[config.mk]
export PLATFORM = sky130hd
export DESIGN_NAME = ts_out_scheduler
export DESIGN_NICKNAME = d
export VERILOG_FILES = /design/src/rtl/ts_out_scheduler_pkg.sv /design/src/rtl/ts_out_scheduler_rate_pacer.sv /design/src/rtl/ts_out_scheduler.sv
export SDC_FILE = /design/constraint.sdc
export NUM_CORES = 1
export LEC_CHECK = 0
export ABC_AREA = 1
export CAP_MARGIN = 20
export CORE_MARGIN = 1.5
export CORE_UTILIZATION = 51
export DETAILED_ROUTE_END_ITERATION = 6
export DONT_BUFFER_PORTS = 1
export MAX_ROUTING_LAYER = met4
export PLACE_DENSITY = 0.66
export SLEW_MARGIN = 0
export SYNTH_ARGS = -nofsm -noshare
export SYNTH_HDL_FRONTEND = slang
export SYNTH_SLANG_ARGS = --single-unit
[constraint.sdc]
create_clock -name clk_27 -period 3.8 [get_ports clk_27]
set_clock_uncertainty 0.2 [all_clocks]
set_input_delay 0.76 -clock clk_27 [delete_from_list [all_inputs] [get_ports clk_27]]
set_output_delay 0.76 -clock clk_27 [all_outputs]
set_load 0.02 [all_outputs]
[src/rtl/ts_out_scheduler_pkg.sv]
// Shared constants, state encoding and null-packet byte lookup for the TS output scheduler.
package ts_out_scheduler_pkg;

  localparam int unsigned TS_PKT_LEN   = 188;
  localparam logic [7:0]  TS_SYNC_BYTE = 8'h47;
  localparam logic [7:0]  NULL_FILL    = 8'hFF;

  // Null header in transmit order, byte 0 in the top lane: PID 0x1FFF, payload only, CC = 0
  localparam logic [3:0][7:0] NULL_HDR = {TS_SYNC_BYTE, 8'h1F, 8'hFF, 8'h10};

  typedef enum logic [1:0] {
    StIdle,
    StFifoPkt,
    StNullPkt,
    StResync
  } state_e;

  function automatic logic [7:0] null_byte(input logic [7:0] idx);
    logic [7:0] b;
    b = NULL_FILL;
    if (idx < 8'd4) begin
      b = NULL_HDR[2'd3 - idx[1:0]];
    end
    return b;
  endfunction

endpackage

[src/rtl/ts_out_scheduler_rate_pacer.sv]
// Fractional accumulator: slot_o pulses at clk rate * rate_inc_i / 2^RateW.
module ts_out_scheduler_rate_pacer #(
  parameter int unsigned RateW = 16
) (
  input  logic             clk_i,
  input  logic             rst_ni,
  input  logic [RateW-1:0] rate_inc_i,
  output logic             slot_o
);

  logic [RateW-1:0] acc_q, acc_d;

  always_comb begin
    {slot_o, acc_d} = {1'b0, acc_q} + {1'b0, rate_inc_i};
  end

  always_ff @(posedge clk_i or negedge rst_ni) begin
    if (!rst_ni) begin
      acc_q <= '0;
    end else begin
      acc_q <= acc_d;
    end
  end

endmodule

[src/rtl/ts_out_scheduler.sv]
// Paced whole-packet reader of the muxed-TS FIFO with null-packet stuffing, psync resync and stats.
module ts_out_scheduler
  import ts_out_scheduler_pkg::*;
#(
  parameter int unsigned PKT_LEN = TS_PKT_LEN,
  parameter int unsigned LVL_W   = 10,
  parameter int unsigned RATE_W  = 16
) (
  input  logic              clk_27,
  input  logic              RST,
  input  logic [8:0]        fifo_q,
  input  logic              fifo_empty,
  input  logic [LVL_W-1:0]  fifo_rdusedw,
  output logic              fifo_rdreq,
  input  logic [RATE_W-1:0] rate_inc,
  input  logic              null_ena,
  output logic [7:0]        data_out,
  output logic              d_valid_out,
  output logic              p_sync_out,
  output logic              underrun,
  output logic [31:0]       pkt_cnt,
  output logic [31:0]       null_cnt,
  output logic [15:0]       drop_cnt
);

  localparam logic [7:0]       LastIdx = 8'(PKT_LEN - 1);
  localparam logic [LVL_W-1:0] PktLvl  = LVL_W'(PKT_LEN);

  logic        slot;
  logic        emit_fifo, emit_null;
  state_e      state_q, state_d;
  logic [7:0]  idx_q, idx_d;
  logic [7:0]  data_q, data_d;
  logic        valid_q, valid_d;
  logic        psync_q, psync_d;
  logic        underrun_q, underrun_d;
  logic [31:0] pkt_cnt_q, pkt_cnt_d;
  logic [31:0] null_cnt_q, null_cnt_d;
  logic [15:0] drop_cnt_q, drop_cnt_d;

  ts_out_scheduler_rate_pacer #(
    .RateW(RATE_W)
  ) u_pacer (
    .clk_i     (clk_27),
    .rst_ni    (RST),
    .rate_inc_i(rate_inc),
    .slot_o    (slot)
  );

  always_comb begin
    state_d    = state_q;
    idx_d      = idx_q;
    data_d     = data_q;
    valid_d    = 1'b0;
    psync_d    = 1'b0;
    underrun_d = underrun_q;
    pkt_cnt_d  = pkt_cnt_q;
    null_cnt_d = null_cnt_q;
    drop_cnt_d = drop_cnt_q;
    fifo_rdreq = 1'b0;
    emit_fifo  = 1'b0;
    emit_null  = 1'b0;

    unique case (state_q)
      StIdle: begin
        if (slot) begin
          if (!fifo_empty && !fifo_q[8]) begin
            state_d = StResync;
          end else if (!fifo_empty && (fifo_rdusedw >= PktLvl)) begin
            state_d   = StFifoPkt;
            emit_fifo = 1'b1;
          end else if (null_ena) begin
            state_d   = StNullPkt;
            emit_null = 1'b1;
          end
        end
      end
      StFifoPkt: begin
        if (slot) begin
          if (fifo_empty) begin
            underrun_d = 1'b1;
          end else begin
            emit_fifo = 1'b1;
          end
        end
      end
      StNullPkt: begin
        emit_null = slot;
      end
      StResync: begin
        // Not slot-gated: drain misaligned words as fast as the FIFO presents them
        if (!fifo_empty) begin
          if (!fifo_q[8]) begin
            fifo_rdreq = 1'b1;
            if (~&drop_cnt_q) drop_cnt_d = drop_cnt_q + 16'd1;
          end else begin
            state_d = StIdle;
          end
        end
      end
    endcase

    if (emit_fifo || emit_null) begin
      valid_d    = 1'b1;
      psync_d    = (idx_q == 8'd0);
      data_d     = emit_fifo ? fifo_q[7:0] : null_byte(idx_q);
      fifo_rdreq = emit_fifo;
      if (idx_q == LastIdx) begin
        idx_d   = 8'd0;
        state_d = StIdle;
        if (emit_fifo) begin
          if (~&pkt_cnt_q) pkt_cnt_d = pkt_cnt_q + 32'd1;
        end else begin
          if (~&null_cnt_q) null_cnt_d = null_cnt_q + 32'd1;
        end
      end else begin
        idx_d = idx_q + 8'd1;
      end
    end
  end

  always_ff @(posedge clk_27 or negedge RST) begin
    if (!RST) begin
      state_q    <= StIdle;
      idx_q      <= '0;
      data_q     <= '0;
      valid_q    <= 1'b0;
      psync_q    <= 1'b0;
      underrun_q <= 1'b0;
      pkt_cnt_q  <= '0;
      null_cnt_q <= '0;
      drop_cnt_q <= '0;
    end else begin
      state_q    <= state_d;
      idx_q      <= idx_d;
      data_q     <= data_d;
      valid_q    <= valid_d;
      psync_q    <= psync_d;
      underrun_q <= underrun_d;
      pkt_cnt_q  <= pkt_cnt_d;
      null_cnt_q <= null_cnt_d;
      drop_cnt_q <= drop_cnt_d;
    end
  end

  assign data_out    = data_q;
  assign d_valid_out = valid_q;
  assign p_sync_out  = psync_q;
  assign underrun    = underrun_q;
  assign pkt_cnt     = pkt_cnt_q;
  assign null_cnt    = null_cnt_q;
  assign drop_cnt    = drop_cnt_q;

endmodule
**After elaboration in Yosys (flattened, before gate mapping)**

Cells that the tools add are included.

- Bits in registers: 117
- Bits in latches: 0
- Bits in writable memories: 0
- Memory bits (read-only): 0
- Bits of input ports: 39
- Output and inout bits: 92
- Logic and storage cells: 74
- Memories: 0

- $add $sub $neg: 6
- $mul: 0
- Div/mod/pow operators: 0
- Magnitude comparators: 3
- Equality and inequality tests: 4
- Shift operators: 0
- Muxes and demuxes: 31
- Bitwise gates (word level): 6
- Reductions and logical operators: 14

Operators by type and width:

| operator | number |
|---|---|
| 32-bit by 1-bit adder with 32-bit output, second input constant | 2 |
| 32-bit AND reduction | 2 |
| 8-bit two-way mux | 4 |
| 16-bit by 16-bit adder with 17-bit output | 1 |
| 16-bit by 1-bit adder with 16-bit output, second input constant | 1 |
| 8-bit binary-select mux with 2-bit select | 1 |
| 2-bit two-way mux | 8 |
| 16-bit AND reduction | 1 |
| 1-bit two-way mux | 15 |
| 4-bit AND reduction | 3 |
| 10-bit by 8-bit >= comparator with 1-bit output, second input constant | 1 |
| 8-bit by 1-bit adder with 8-bit output, second input constant | 1 |
| 8-bit == test, second input constant | 1 |
| 8-bit zero test | 1 |
| 8-bit by 3-bit < comparator with 1-bit output, second input constant | 1 |
| 1-bit NOT | 6 |
| 2-bit == test, second input constant | 2 |
| 1-bit case mux with 2 select lines | 2 |
| 2-bit case mux with 2 select lines | 1 |
| 2-bit by 3-bit < comparator with 1-bit output, second input constant | 1 |
| 3-bit AND reduction | 1 |
| 2-bit by 1-bit == test with 1-bit output, second input constant | 1 |
| 1-bit logical AND | 2 |
| 1-bit zero test | 2 |
| 3 further kinds | 3 |

**Depth between registers and ports, before layout**

Gate-level depths: netlist of run 1.

- Depth after elaboration: 8
- Mapped depth: 14
- Depth with buffers taken out: 13

**Modules after synthesis**

Synthesis of run 1 repeated with hierarchy kept, for this count alone.

- Cells, all modules: 1138
- Area total of the unflattened synthesis: 7976.4 µm²

By module, submodules not included:

| module | instances | cells each | area each (µm²) | seq. area each (µm²) |
|---|---|---|---|---|
| ts_out_scheduler | 1 | 938 | 6602.6 | 2527.4 |
| ts_out_scheduler_rate_pacer | 1 | 200 | 1373.8 | 400.4 |

**Least setup slack after synthesis of run 1**

Ideal clock, no wire load.

- Path type: input -> output
- Start: input port rate_inc[0]
- End: output port fifo_rdreq
- Arrival: 2.786 ns
- Required time: 2.840 ns
- Setup slack: 0.054 ns
- Stages on the path: 13
- Buffers on the path: 2
- Cell sequence: ha_1 > fa_1 > nand2_1 > nand2_1 > nand3_1 > nand2_2 > nand3_2 > nand2_2 > buf_6 > nand2_1 > inv_1 > buf_2 > o21ai_0

- Cells in the longest elaborated chain, start to end: 5
- Elaborated cells between the ends (all ways): 8
- Those cells by class: add/sub (1); mux (6); reduce/logical (1)

Ends and longest elaborated chain:

| what | RTL line | source |
|---|---|---|
| from (decl) | ts_out_scheduler.sv:15 | `input logic [RATE_W-1:0] rate_inc,` |
| 16-bit by 16-bit adder with 17-bit output (*) | ts_out_scheduler_rate_pacer.sv:14 | `{slot_o, acc_d} = {1'b0, acc_q} + {1'b0, rate_inc_i};` |
| 1-bit two-way mux, on equally long branches | ts_out_scheduler.sv:79, ts_out_scheduler.sv:66 |  |
| 1-bit case mux with 2 select lines | ts_out_scheduler.sv:64 | `unique case (state_q)` |
| 1-bit logical OR | ts_out_scheduler.sv:103 | `if (emit_fifo \|\| emit_null) begin` |
| 1-bit two-way mux (*) | ts_out_scheduler.sv:103 |  |
| to (decl) | ts_out_scheduler.sv:14 | `output logic fifo_rdreq,` |

Mark *: on every way between the ends. The rest lies on a longest branch, timed or not.

**Worst setup path after layout of run 1**

- Start: register u_pacer.acc_q[0]
- End: output port fifo_rdreq

- Cells in the longest elaborated chain, start to end: 5
- Elaborated cells between the ends (all ways): 8
- Those cells by class: add/sub (1); mux (6); reduce/logical (1)

Ends and longest elaborated chain:

| what | RTL line | source |
|---|---|---|
| from (decl) | ts_out_scheduler_rate_pacer.sv:11 | `logic [RateW-1:0] acc_q, acc_d;` |
| from (signal assigned) | ts_out_scheduler_rate_pacer.sv:19 | `acc_q <= '0;` |
| from (signal assigned) | ts_out_scheduler_rate_pacer.sv:21 | `acc_q <= acc_d;` |
| 16-bit by 16-bit adder with 17-bit output (*) | ts_out_scheduler_rate_pacer.sv:14 |  |
| 1-bit two-way mux, on equally long branches | ts_out_scheduler.sv:79, ts_out_scheduler.sv:66 |  |
| 1-bit case mux with 2 select lines | ts_out_scheduler.sv:64 |  |
| 1-bit logical OR | ts_out_scheduler.sv:103 |  |
| 1-bit two-way mux (*) | ts_out_scheduler.sv:103 |  |

Marks and branches as above.

==> qor.tcl, run 1 <==
set qor(status) {complete, no violations}
set qor(maxSlewHeadroom_pct) 59.82
set qor(hpwl_um) 13230
set qor(ctsResizeCount) 0
set qor(routed-wl-met2_um) 8747
set qor(grt_start_max_net_pins) 118
set qor(cts-root-buf) {sky130_fd_sc_hd__clkbuf_16}
set qor(drt-total-wl_um) 18590
set qor(wl_met1_um) 8493
set qor(worst_pin_slew_ns) 0.6027
set qor(core_region_area_um2) 15090
set qor(chipHeight_um) 126.6
set qor(ctsLongestPathBuffers) 2
set qor(final.min_clock_period_ns) 3.479
set qor(floorplan.initialDensity_pct) 51.67
set qor(mostFrequentLayoutCells) {sky130_fd_sc_hd__nand2_1, sky130_fd_sc_hd__inv_1, sky130_fd_sc_hd__dfrtp_1, sky130_fd_sc_hd__nor2_1, sky130_fd_sc_hd__xor2_1}
set qor(antenna_found_initial) 0
set qor(worst_ep_arrival_time_ns) 2.52
set qor(first_iter_violations) 407
set qor(drtPass1Iterations) 5
set qor(drc) 0
set qor(worst_skew_pair.late_latency_ns) 0.42
set qor(rows) 45
set qor(final_layout_size_suffix_gt1_share_pct) 4.757
set qor(cp_launch_type) {register}
set qor(areaGrowthSynthToFinish_pct) 10.83
set qor(synth.cell_area_um2) 7796
set qor(post-route-period-util_pct) 91.56
set qor(critPathLaunch) {u_pacer.acc_q[0]}
set qor(num_vias) 6634
set qor(final-setup-viol-count) 0
set qor(vdd_drop_max_v) 0.0003724
set qor(rrSetupSlack_ns) 0.93
set qor(nNetsFinal) 1128
set qor(detail_route_met3_wl_um) 1009
set qor(cp_data_required_time_ns) 2.84
set qor(rr_startpoint) {u_pacer.acc_q[0]}
set qor(synth_sequential_area_ratio_pct) 37.55
set qor(final.hold.worst_slack_ns) 0.09588
set qor(drt-wirelength-per-cell_um) 14.76
set qor(power_per_cell_area_nw_per_um2) 567.2
set qor(place_congestion) 0.9555
set qor(synth-compound-area-share_pct) 8.618
set qor(maxCapViolations) 0
set qor(grt_util_all_layers_pct) 25.15
set qor(die_width_um) 126.6
set qor(antenna_cells_inserted) 0
set qor(cp_max_fo) 4
set qor(postSynthRegisterBits) 117
set qor(yosys.area_share.simple_pct) 30.06
set qor(clk_pin_slew_ns) 0.05
set qor(largest_family_of_logic_cells_by_synthesized_area) {simple AND/OR/NAND/NOR gates}
set qor(layout.cells.most_common) {sky130_fd_sc_hd__nand2_1}
set qor(synthesis.instances) 1052
set qor(postSynthAreaPerCell_um2) 7.411
set qor(grt_remaining_overflow) 0
set qor(global_route_wire_length_before_repair_um) 31440
set qor(dieArea_um2) 16040
set qor(sink_count_of_the_clock_tree) 117
set qor(detail-route-antenna-nets) 0
set qor(setup_slack_ns) 0.3208
set qor(ys_warn_count) 0
set qor(tritoncts) {yes}
set qor(min-delay-path-class) {in2async}
set qor(post-cts-setup-buffer-count) 0
set qor(yosys.cell_types.count) 33
set qor(ff2ff_path_depth) 16
set qor(max_slew_violation_count) 0
set qor(critPathCaptureType) {primary output}
set qor(top_layer_used) {met4}
set qor(synth.area.mux_share_pct) 0
set qor(type_of_the_setup_path_with_the_least_slack) {reg2out}
set qor(post_synth_xor_area_fraction_pct) 10.34
set qor(grt_setup_unrepaired) {no}
set qor(timing.final.hold_violations) 0
set qor(synth.net_count) 1120
set qor(portBuffers) 0
set qor(dp_slack_ns) 0.3526
set qor(route.detailed.vias_per_inst) 5.265
set qor(total_negative_slack_for_setup_checks_ns) 0
set qor(htreeDepth) 4
set qor(regToRegEndpoint) {null_cnt[14]}
set qor(clock.fmax_mhz) 287.4
set qor(cts-buffers-inserted) 17
set qor(first_global_vias) 6411
set qor(ioPinCount) 131
set qor(hold_buffers) 1
set qor(power.static_leakage_uw) 0.004871
set qor(synth-adder-area-share_pct) 4.750
cell usage after synthesis (all sizes together):
library cell	n	area, µm²
or2	2	12.52
nor2	86	332.8
a21oi	11	55.05
nand4	17	106.4
ha	28	350.3
a31oi	4	25.02
o21ai	16	80.08
nand2	348	1314
nand3b	1	7.510
fa	1	20.02
clkbuf	2	7.510
and2	1	6.260
o21bai	66	495.5
inv	132	495.5
buf	22	173.9
nor3b	1	7.510
xor2	84	735.7
xnor2	8	70.07
dfrtp	117	2928
a21boi	1	7.510
nand3	48	257.8
a31o	1	8.760
nor4	7	58.81
nor3	48	240.2
worst max-delay path, stage by stage (launching register included):
cell and delay, ns:
sky130_fd_sc_hd__dfrtp_1 0.37, sky130_fd_sc_hd__ha_1 0.20, sky130_fd_sc_hd__fa_1 0.41, sky130_fd_sc_hd__nand2_1 0.08, sky130_fd_sc_hd__nand2_1 0.06, sky130_fd_sc_hd__nand3_1 0.09, sky130_fd_sc_hd__nand2_2 0.11, sky130_fd_sc_hd__nand3_2 0.11
sky130_fd_sc_hd__nand2_2 0.06, sky130_fd_sc_hd__nand2_1 0.09, sky130_fd_sc_hd__inv_1 0.05, sky130_fd_sc_hd__o21ai_0 0.26, sky130_fd_sc_hd__buf_4 0.21
cells by family (layout without fill, tap and decap cells):
family | Yosys count | after routing
AND/OR/NAND/NOR | 559 | 559
buffers and inverters | 156 | 176
flip-flops | 117 | 117
AO/OA/AOI/OAI | 99 | 99
XOR/XNOR | 92 | 92
adder cells (fa/ha/maj) | 29 | 29
how the worst max path moves through the flow:
stage                  to  slack (ns)
2_1_floorplan  fifo_rdreq        0.05
3_3_place_gp   fifo_rdreq        0.31
3_5_place_dp   fifo_rdreq        0.35
4_1_cts        fifo_rdreq        0.30
5_1_grt        fifo_rdreq        0.13
6_report       fifo_rdreq        0.32
sequential cells by signal (all words and copies together), names as in the netlist:
| register | cells |
|---|---|
| u_pacer.acc_q | 16 |
| d_valid_out | 1 |
| p_sync_out | 1 |
| state_q | 2 |
| underrun | 1 |
| null_cnt | 32 |
| pkt_cnt | 32 |
| drop_cnt | 16 |
| data_out | 8 |
| idx_q | 8 |
layout make-up:
cell class / instances / area [µm²]
timing repair buffer: 13 / 117.6
sequential: 117 / 2928
clock buffer: 23 / 478.0
inverter: 132 / 495.5
tap: 188 / 235.2
fill: 1433 / 6449
clock inverter: 8 / 195.2
multi-input combinational: 779 / 4192
layer usage:
metal | track usage [%] | vias to the layer above
li1 | - | 3346
met2 | 39.57 | 179
met4 | 9.601 | 0
met1 | 31.48 | 3081
met3 | 6.073 | 28
met5 | - | -
where the power goes:
group          total [µW]  leakage, µW  switching [µW]  internal, µW
sequential           1710      0.00122             241          1470
clock                1850     0.000320             567          1280
combinational        1350      0.00333             828           519
total                4900      0.00487            1640          3270
per-stage QoR:
| step | std cells | cell area, µm² | utilization [%] | power (µW) |
|---|---|---|---|---|
| 3_5_place_dp | 1228 | 7940 | 52.62 | 3057 |
| 6_report | 1260 | 8641 | 57.26 | 4901 |
| 3_3_place_gp | 1228 | 7940 | 52.62 | 3023 |
| 5_1_grt | 1260 | 8641 | 57.26 | 5224 |
| 2_1_floorplan | 1052 | 7796 | - | 2755 |
| 4_1_cts | 1260 | 8641 | 57.26 | 4951 |
Power figures use the tool's default switching activity.
==> run 2: changes to the inputs <==
--- a/config.mk
+++ b/config.mk
@@ -8,11 +8,11 @@
 export ABC_AREA = 1
 export CAP_MARGIN = 20
 export CORE_MARGIN = 1.5
-export CORE_UTILIZATION = 51
+export CORE_UTILIZATION = 55
 export DETAILED_ROUTE_END_ITERATION = 6
 export DONT_BUFFER_PORTS = 1
 export MAX_ROUTING_LAYER = met4
-export PLACE_DENSITY = 0.66
+export PLACE_DENSITY = 0.7
 export SLEW_MARGIN = 0
 export SYNTH_ARGS = -nofsm -noshare
 export SYNTH_HDL_FRONTEND = slang
==> run 2 against run 1 <==
Critical path depth unchanged; cell count is 0.63% lower; routed wire length rose by 1.1%; hold slack improved by 0.0054 ns; count of clock-buffer cells in the layout fell by 1; die area down 7.1%; first-iteration DRC count rose by 24%; register-to-register slack barely moved; final area decreased by 0.30%; non-clock buffer count is the same; combinational power about the same; sequential power is essentially flat.
==> qor.tcl, run 2 (synthesis gave the netlist of run 1 again) <==
set qor(grt_util_all_layers_pct) 27.36
set qor(first_iter_violations) 505
set qor(cp_launch_type) {register}
set qor(ctsLongestPathBuffers) 2
set qor(final_layout_size_suffix_gt1_share_pct) 4.944
set qor(cts-root-buf) {sky130_fd_sc_hd__clkbuf_16}
set qor(num_vias) 6692
set qor(final.hold.worst_slack_ns) 0.1012
set qor(critPathCaptureType) {primary output}
set qor(drt-wirelength-per-cell_um) 15.01
set qor(antenna_cells_inserted) 0
set qor(final-setup-viol-count) 0
set qor(cts-buffers-inserted) 17
set qor(core_region_area_um2) 13880
set qor(cp_data_required_time_ns) 2.84
set qor(drtPass1Iterations) 5
set qor(drc) 0
set qor(timing.final.hold_violations) 0
set qor(detail-route-antenna-nets) 0
set qor(final.min_clock_period_ns) 3.474
set qor(ff2ff_path_depth) 16
set qor(layout.cells.most_common) {sky130_fd_sc_hd__nand2_1}
set qor(hpwl_um) 13200
set qor(fillers) 1236
set qor(power.static_leakage_uw) 0.004874
set qor(worst_ep_arrival_time_ns) 2.51
set qor(portBuffers) 0
set qor(areaGrowthSynthToFinish_pct) 10.50
set qor(rows) 43
set qor(nNetsFinal) 1128
set qor(worst_pin_slew_ns) 0.5774
set qor(clk_pin_slew_ns) 0.05
set qor(grt_start_max_net_pins) 118
set qor(max_slew_violation_count) 0
set qor(vdd_drop_max_v) 0.0003574
set qor(floorplan.initialDensity_pct) 56.17
set qor(total_negative_slack_for_setup_checks_ns) 0
set qor(chipHeight_um) 122.1
set qor(first_global_vias) 6274
set qor(maxCapViolations) 0
set qor(place_congestion) 0.9187
set qor(status) {complete, no violations}
set qor(placedCellCount) 1220
set qor(mostFrequentLayoutCells) {sky130_fd_sc_hd__nand2_1, sky130_fd_sc_hd__inv_1, sky130_fd_sc_hd__dfrtp_1, sky130_fd_sc_hd__nor2_1, sky130_fd_sc_hd__xor2_1}
set qor(grt_setup_unrepaired) {no}
set qor(min-delay-path-class) {in2async}
set qor(worst_skew_pair.late_latency_ns) 0.42
set qor(ioPinCount) 131
set qor(dieArea_um2) 14900
set qor(htreeDepth) 4
set qor(global_route_wire_length_before_repair_um) 30910
set qor(antenna_found_initial) 0
set qor(route.detailed.vias_per_inst) 5.345
set qor(die_width_um) 122.1
set qor(post-cts-setup-buffer-count) 0
set qor(type_of_the_setup_path_with_the_least_slack) {reg2out}
set qor(maxSlewHeadroom_pct) 61.51
set qor(clock.fmax_mhz) 287.8
set qor(sink_count_of_the_clock_tree) 117
set qor(drt-total-wl_um) 18800
set qor(power_per_cell_area_nw_per_um2) 562.9
set qor(cp_max_fo) 4
set qor(stdcell_count) 1252
set qor(tritoncts) {yes}
set qor(grt_remaining_overflow) 0
set qor(post-route-period-util_pct) 91.42
==> run 2: cell type report <==
class	count	area, µm²	area share (%)
Clock buffer	22	484.2	5.621
Clock inverter	9	172.7	2.004
Inverter	132	495.5	5.752
Multi-Input combinational cell	779	4192	48.66
Sequential cell	117	2928	33.99
Tap cell	180	225.2	2.614
Timing Repair Buffer	13	117.6	1.365
==> run 2: where the power goes <==
part / internal [µW] / total (µW) / switching [µW]
registers: 1470 / 1710 / 246
clock network: 1220 / 1790 / 567
logic: 521 / 1340 / 822
total: 3210 / 4850 / 1640
==> run 2: stage by stage <==
step / util, % / setup slack [ns] / power (µW) / cell area (µm²)
5_1_grt: 62.06 / 0.08879 / 5177 / 8615
4_1_cts: 62.06 / 0.3053 / 4889 / 8615
2_1_floorplan: - / 0.05411 / 2755 / 7796
3_3_place_gp: 57.13 / 0.3196 / 3015 / 7930
3_5_place_dp: 57.13 / 0.3617 / 3046 / 7930
6_report: 62.06 / 0.3259 / 4849 / 8615
==> run 2: final timing paths <==
kind | from | endpoint | slack (ns)
worst min register to register | u_pacer.acc_q[0] | u_pacer.acc_q[0] | 0.27
max in group asynchronous | RST | null_cnt[17] | 2.87
worst max-delay path | u_pacer.acc_q[0] | fifo_rdreq | 0.33
worst min-delay path | RST | drop_cnt[4] | 0.10
min in group clk_27 | u_pacer.acc_q[0] | u_pacer.acc_q[0] | 0.27
worst max register to register | u_pacer.acc_q[0] | null_cnt[18] | 0.94
==> run 2: critical path, stage by stage (launching register included) <==
cell,delay [ns]
sky130_fd_sc_hd__dfrtp_1,0.36
sky130_fd_sc_hd__ha_1,0.20
sky130_fd_sc_hd__fa_1,0.41
sky130_fd_sc_hd__nand2_1,0.08
sky130_fd_sc_hd__nand2_1,0.06
sky130_fd_sc_hd__nand3_1,0.10
sky130_fd_sc_hd__nand2_2,0.10
sky130_fd_sc_hd__nand3_2,0.11
sky130_fd_sc_hd__nand2_2,0.07
sky130_fd_sc_hd__nand2_1,0.09
sky130_fd_sc_hd__inv_1,0.05
sky130_fd_sc_hd__o21ai_0,0.25
sky130_fd_sc_hd__buf_4,0.20
==> run 2: layer usage <==
metal  wire (µm)  global-route usage (%)
met1        8271                   33.66
met2        8855                   41.92
met3        1158                   8.333
met4         510                   11.34
met5           0                       -
==> run 2: what timing repair did <==
action,CTS,global route
gates resized for setup,0,0
hold endpoints to repair,117,0
hold buffers,1,0
==> run 3: changes to the inputs <==
--- a/config.mk
+++ b/config.mk
@@ -7,7 +7,6 @@
 export LEC_CHECK = 0
 export ABC_AREA = 1
 export CAP_MARGIN = 20
-export CORE_MARGIN = 1.5
 export CORE_UTILIZATION = 55
 export DETAILED_ROUTE_END_ITERATION = 6
 export DONT_BUFFER_PORTS = 1
==> constraint.sdc (replaced) <==
create_clock -name clk_27 -period 4.3 [get_ports clk_27]
set_clock_uncertainty 0.2 [all_clocks]
set_input_delay 0.86 -clock clk_27 [delete_from_list [all_inputs] [get_ports clk_27]]
set_output_delay 0.86 -clock clk_27 [all_outputs]
set_load 0.02 [all_outputs]
==> run 3 against run 2 <==
The flow now finishes with violations (design-rule violations); routed wire length shrank 1.2%; final area shrank 0.58%; flip-flop and latch count is the same; global-route usage grew 0.60 points; utilization shrank 0.36 points; worst setup slack gained 0.27 ns; register-to-register slack gained 0.24 ns; via count shrank 0.55%; clock power shrank 17%; sequential share of layout area grew 0.20 points; combinational power shrank 11%.
==> qor.tcl, run 3 (synthesis gave the netlist of run 1 again) <==
set qor(status) {finished, violations left}
set qor(violations) {design-rule violations}
set qor(critPathCaptureType) {primary output}
set qor(power_frac_comb_pct) 28.3
set qor(clock.fmax_mhz) 270.3
set qor(worst_pin_slew_ns) 0.7229
set qor(first_iter_violations) 519
set qor(cts-buffers-inserted) 17
set qor(tritoncts) {yes}
set qor(global_route_wire_length_before_repair_um) 31480
set qor(critPathTopFamily) {simple AND/OR/NAND/NOR gates}
set qor(type_of_the_setup_path_with_the_least_slack) {in2out}
set qor(power.static_leakage_uw) 0.004843
set qor(chipHeight_um) 121.1
set qor(critical-path-slowest-cell) {sky130_fd_sc_hd__fa_1}
set qor(sink_count_of_the_clock_tree) 117
set qor(ioPinCount) 131
set qor(sw_ratio_pct) 34.63
set qor(portBuffers) 0
set qor(power.switching_uw) 1450
set qor(hpwl_um) 13260
set qor(rows) 43
set qor(clk_pin_slew_ns) 0.06
set qor(drtPass1Iterations) 7
set qor(grt_util_all_layers_pct) 27.96
set qor(floorplan.initialDensity_pct) 56.17
set qor(num_vias) 6655
set qor(fin_util_pct) 61.70
set qor(htreeDepth) 4
set qor(worst_skew_pair.late_latency_ns) 0.42
set qor(areaGrowthSynthToFinish_pct) 9.854
set qor(antenna_found_initial) 0
set qor(ctsResizeCount) 0
set qor(detail-route-antenna-nets) 0
set qor(post-route-period-util_pct) 86.03
set qor(post-route-cell-area_um2) 8564
set qor(nNetsFinal) 1126
set qor(cp_max_fo) 4
set qor(grt_start_max_net_pins) 118
set qor(timing.critical_path.cells) {ha_1 > fa_1 > nand2_1 > nand2_1 > nand3_1 > nand2_2 > nand3_2 > nand2_2 > nand2_1 > inv_1 > o21ai_0 > buf_4}
set qor(post-cts-setup-buffer-count) 0
set qor(dp_slack_ns) 0.6019
set qor(grt_setup_unrepaired) {no}
set qor(drt-total-wl_um) 18570
set qor(critical_path.max_stage_delay_ns) 0.41
set qor(grt_remaining_overflow) 0
set qor(final.hold.worst_slack_ns) 0.1245
set qor(place_congestion) 0.8974
set qor(final-setup-viol-count) 0
set qor(worst_ep_arrival_time_ns) 2.64
set qor(dieArea_um2) 14660
set qor(drc) 1
set qor(mostFrequentLayoutCells) {sky130_fd_sc_hd__nand2_1, sky130_fd_sc_hd__inv_1, sky130_fd_sc_hd__dfrtp_1, sky130_fd_sc_hd__nor2_1, sky130_fd_sc_hd__xor2_1}
set qor(core_region_area_um2) 13880
set qor(total_negative_slack_for_setup_checks_ns) 0
set qor(cts-root-buf) {sky130_fd_sc_hd__clkbuf_16}
set qor(p_int_uw) 2737
set qor(ctsLongestPathBuffers) 2
set qor(drt-wirelength-per-cell_um) 14.85
set qor(die_width_um) 121.1
set qor(max_slew_violation_count) 0
set qor(dpl-instance-area_um2) 7915
set qor(power.share.sequential_pct) 36.1
set qor(layout.cells.most_common) {sky130_fd_sc_hd__nand2_1}
set qor(power.clock.fraction_pct) 35.6
set qor(maxSlewHeadroom_pct) 51.69
set qor(cpMostUsedCell) {sky130_fd_sc_hd__nand2_1}
set qor(cp_data_required_time_ns) 3.24
set qor(route.detailed.vias_per_inst) 5.320
set qor(final.min_clock_period_ns) 3.699
set qor(final_layout_size_suffix_gt1_share_pct) 4.762
set qor(antenna_cells_inserted) 0
set qor(cp_launch_type) {input port}
set qor(first_global_vias) 6391
set qor(cp_num_buf_inv) 2
set qor(vdd_drop_max_v) 0.0003163
set qor(timing.final.hold_violations) 0
set qor(min-delay-path-class) {in2async}
set qor(setup_slack_ns) 0.6007
set qor(power_per_cell_area_nw_per_um2) 489.0
set qor(maxCapViolations) 0
==> run 3: cell count changes in the layout (fill, tap and decap cells not counted), sizes merged <==
| cell | change |
|---|---|
| buf | -2 |
| clkbuf | +2 |
| clkinvlp | +1 |
| bufinv | -2 |
==> run 3: through the flow <==
step / power, µW / std cells
6_report: 4188 / 1251
4_1_cts: 4216 / 1251
5_1_grt: 4489 / 1251
2_1_floorplan: 2435 / 1052
3_3_place_gp: 2664 / 1218
3_5_place_dp: 2692 / 1218
==> run 3: worst paths after layout <==
| kind | startpoint | endpoint | slack, ns | depth (start not counted) |
|---|---|---|---|---|
| worst max-delay path | rate_inc[0] | fifo_rdreq | 0.60 | 12 |
| min in group clk_27 | u_pacer.acc_q[0] | u_pacer.acc_q[0] | 0.27 | 1 |
| worst max register to register | u_pacer.acc_q[0] | null_cnt[7] | 1.18 | 15 |
| worst min register to register | u_pacer.acc_q[0] | u_pacer.acc_q[0] | 0.27 | 1 |
| max in group asynchronous | RST | drop_cnt[8] | 3.21 | 1 |
| worst min-delay path | RST | drop_cnt[7] | 0.12 | 1 |
==> run 3: worst reg2reg max path, delay by kind of cell, from the launching register on <==
| kind | cells | cell delay [ns] |
|---|---|---|
| adders and majority gates | 2 | 0.61 |
| buffers and inverters | 2 | 0.38 |
| DFF | 1 | 0.37 |
| and+or+nand+nor | 11 | 1.52 |
==> run 3: repair_timing <==
action / CTS / global route
setup endpoints to repair: 0 / 0
hold buffers: 1 / 0
hold endpoints to repair: 117 / 0
==> run 3: final cells by class <==
type,instances,area [µm²]
Clock inverter,8,120.1
Tap cell,180,225.2
Multi-Input combinational cell,779,4192
Sequential cell,117,2928
Timing Repair Buffer,11,102.6
Inverter,132,495.5
Fill cell,1272,5316
Clock buffer,24,501.7
==> run 3: per-layer routing <==
| layer | part of all wire [%] | vias up | GRT usage [%] |
|---|---|---|---|
| li1 | - | 3341 | - |
| met4 | 2.5 | 0 | 11.27 |
| met3 | 5.7 | 38 | 6.814 |
| met1 | 45 | 3100 | 35.77 |
| met2 | 46 | 176 | 42.50 |
| met5 | 0 | - | - |
==> run 3: power groups by stage <==
| stage | sequential [µW] | combinational, µW | clock, µW |
|---|---|---|---|
| 2_1_floorplan | 1490 | 949 | 0 |
| 3_3_place_gp | 1530 | 1140 | 0 |
| 3_5_place_dp | 1530 | 1160 | 0 |
| 4_1_cts | 1520 | 1190 | 1510 |
| 5_1_grt | 1540 | 1380 | 1570 |
| 6_report | 1510 | 1190 | 1490 |
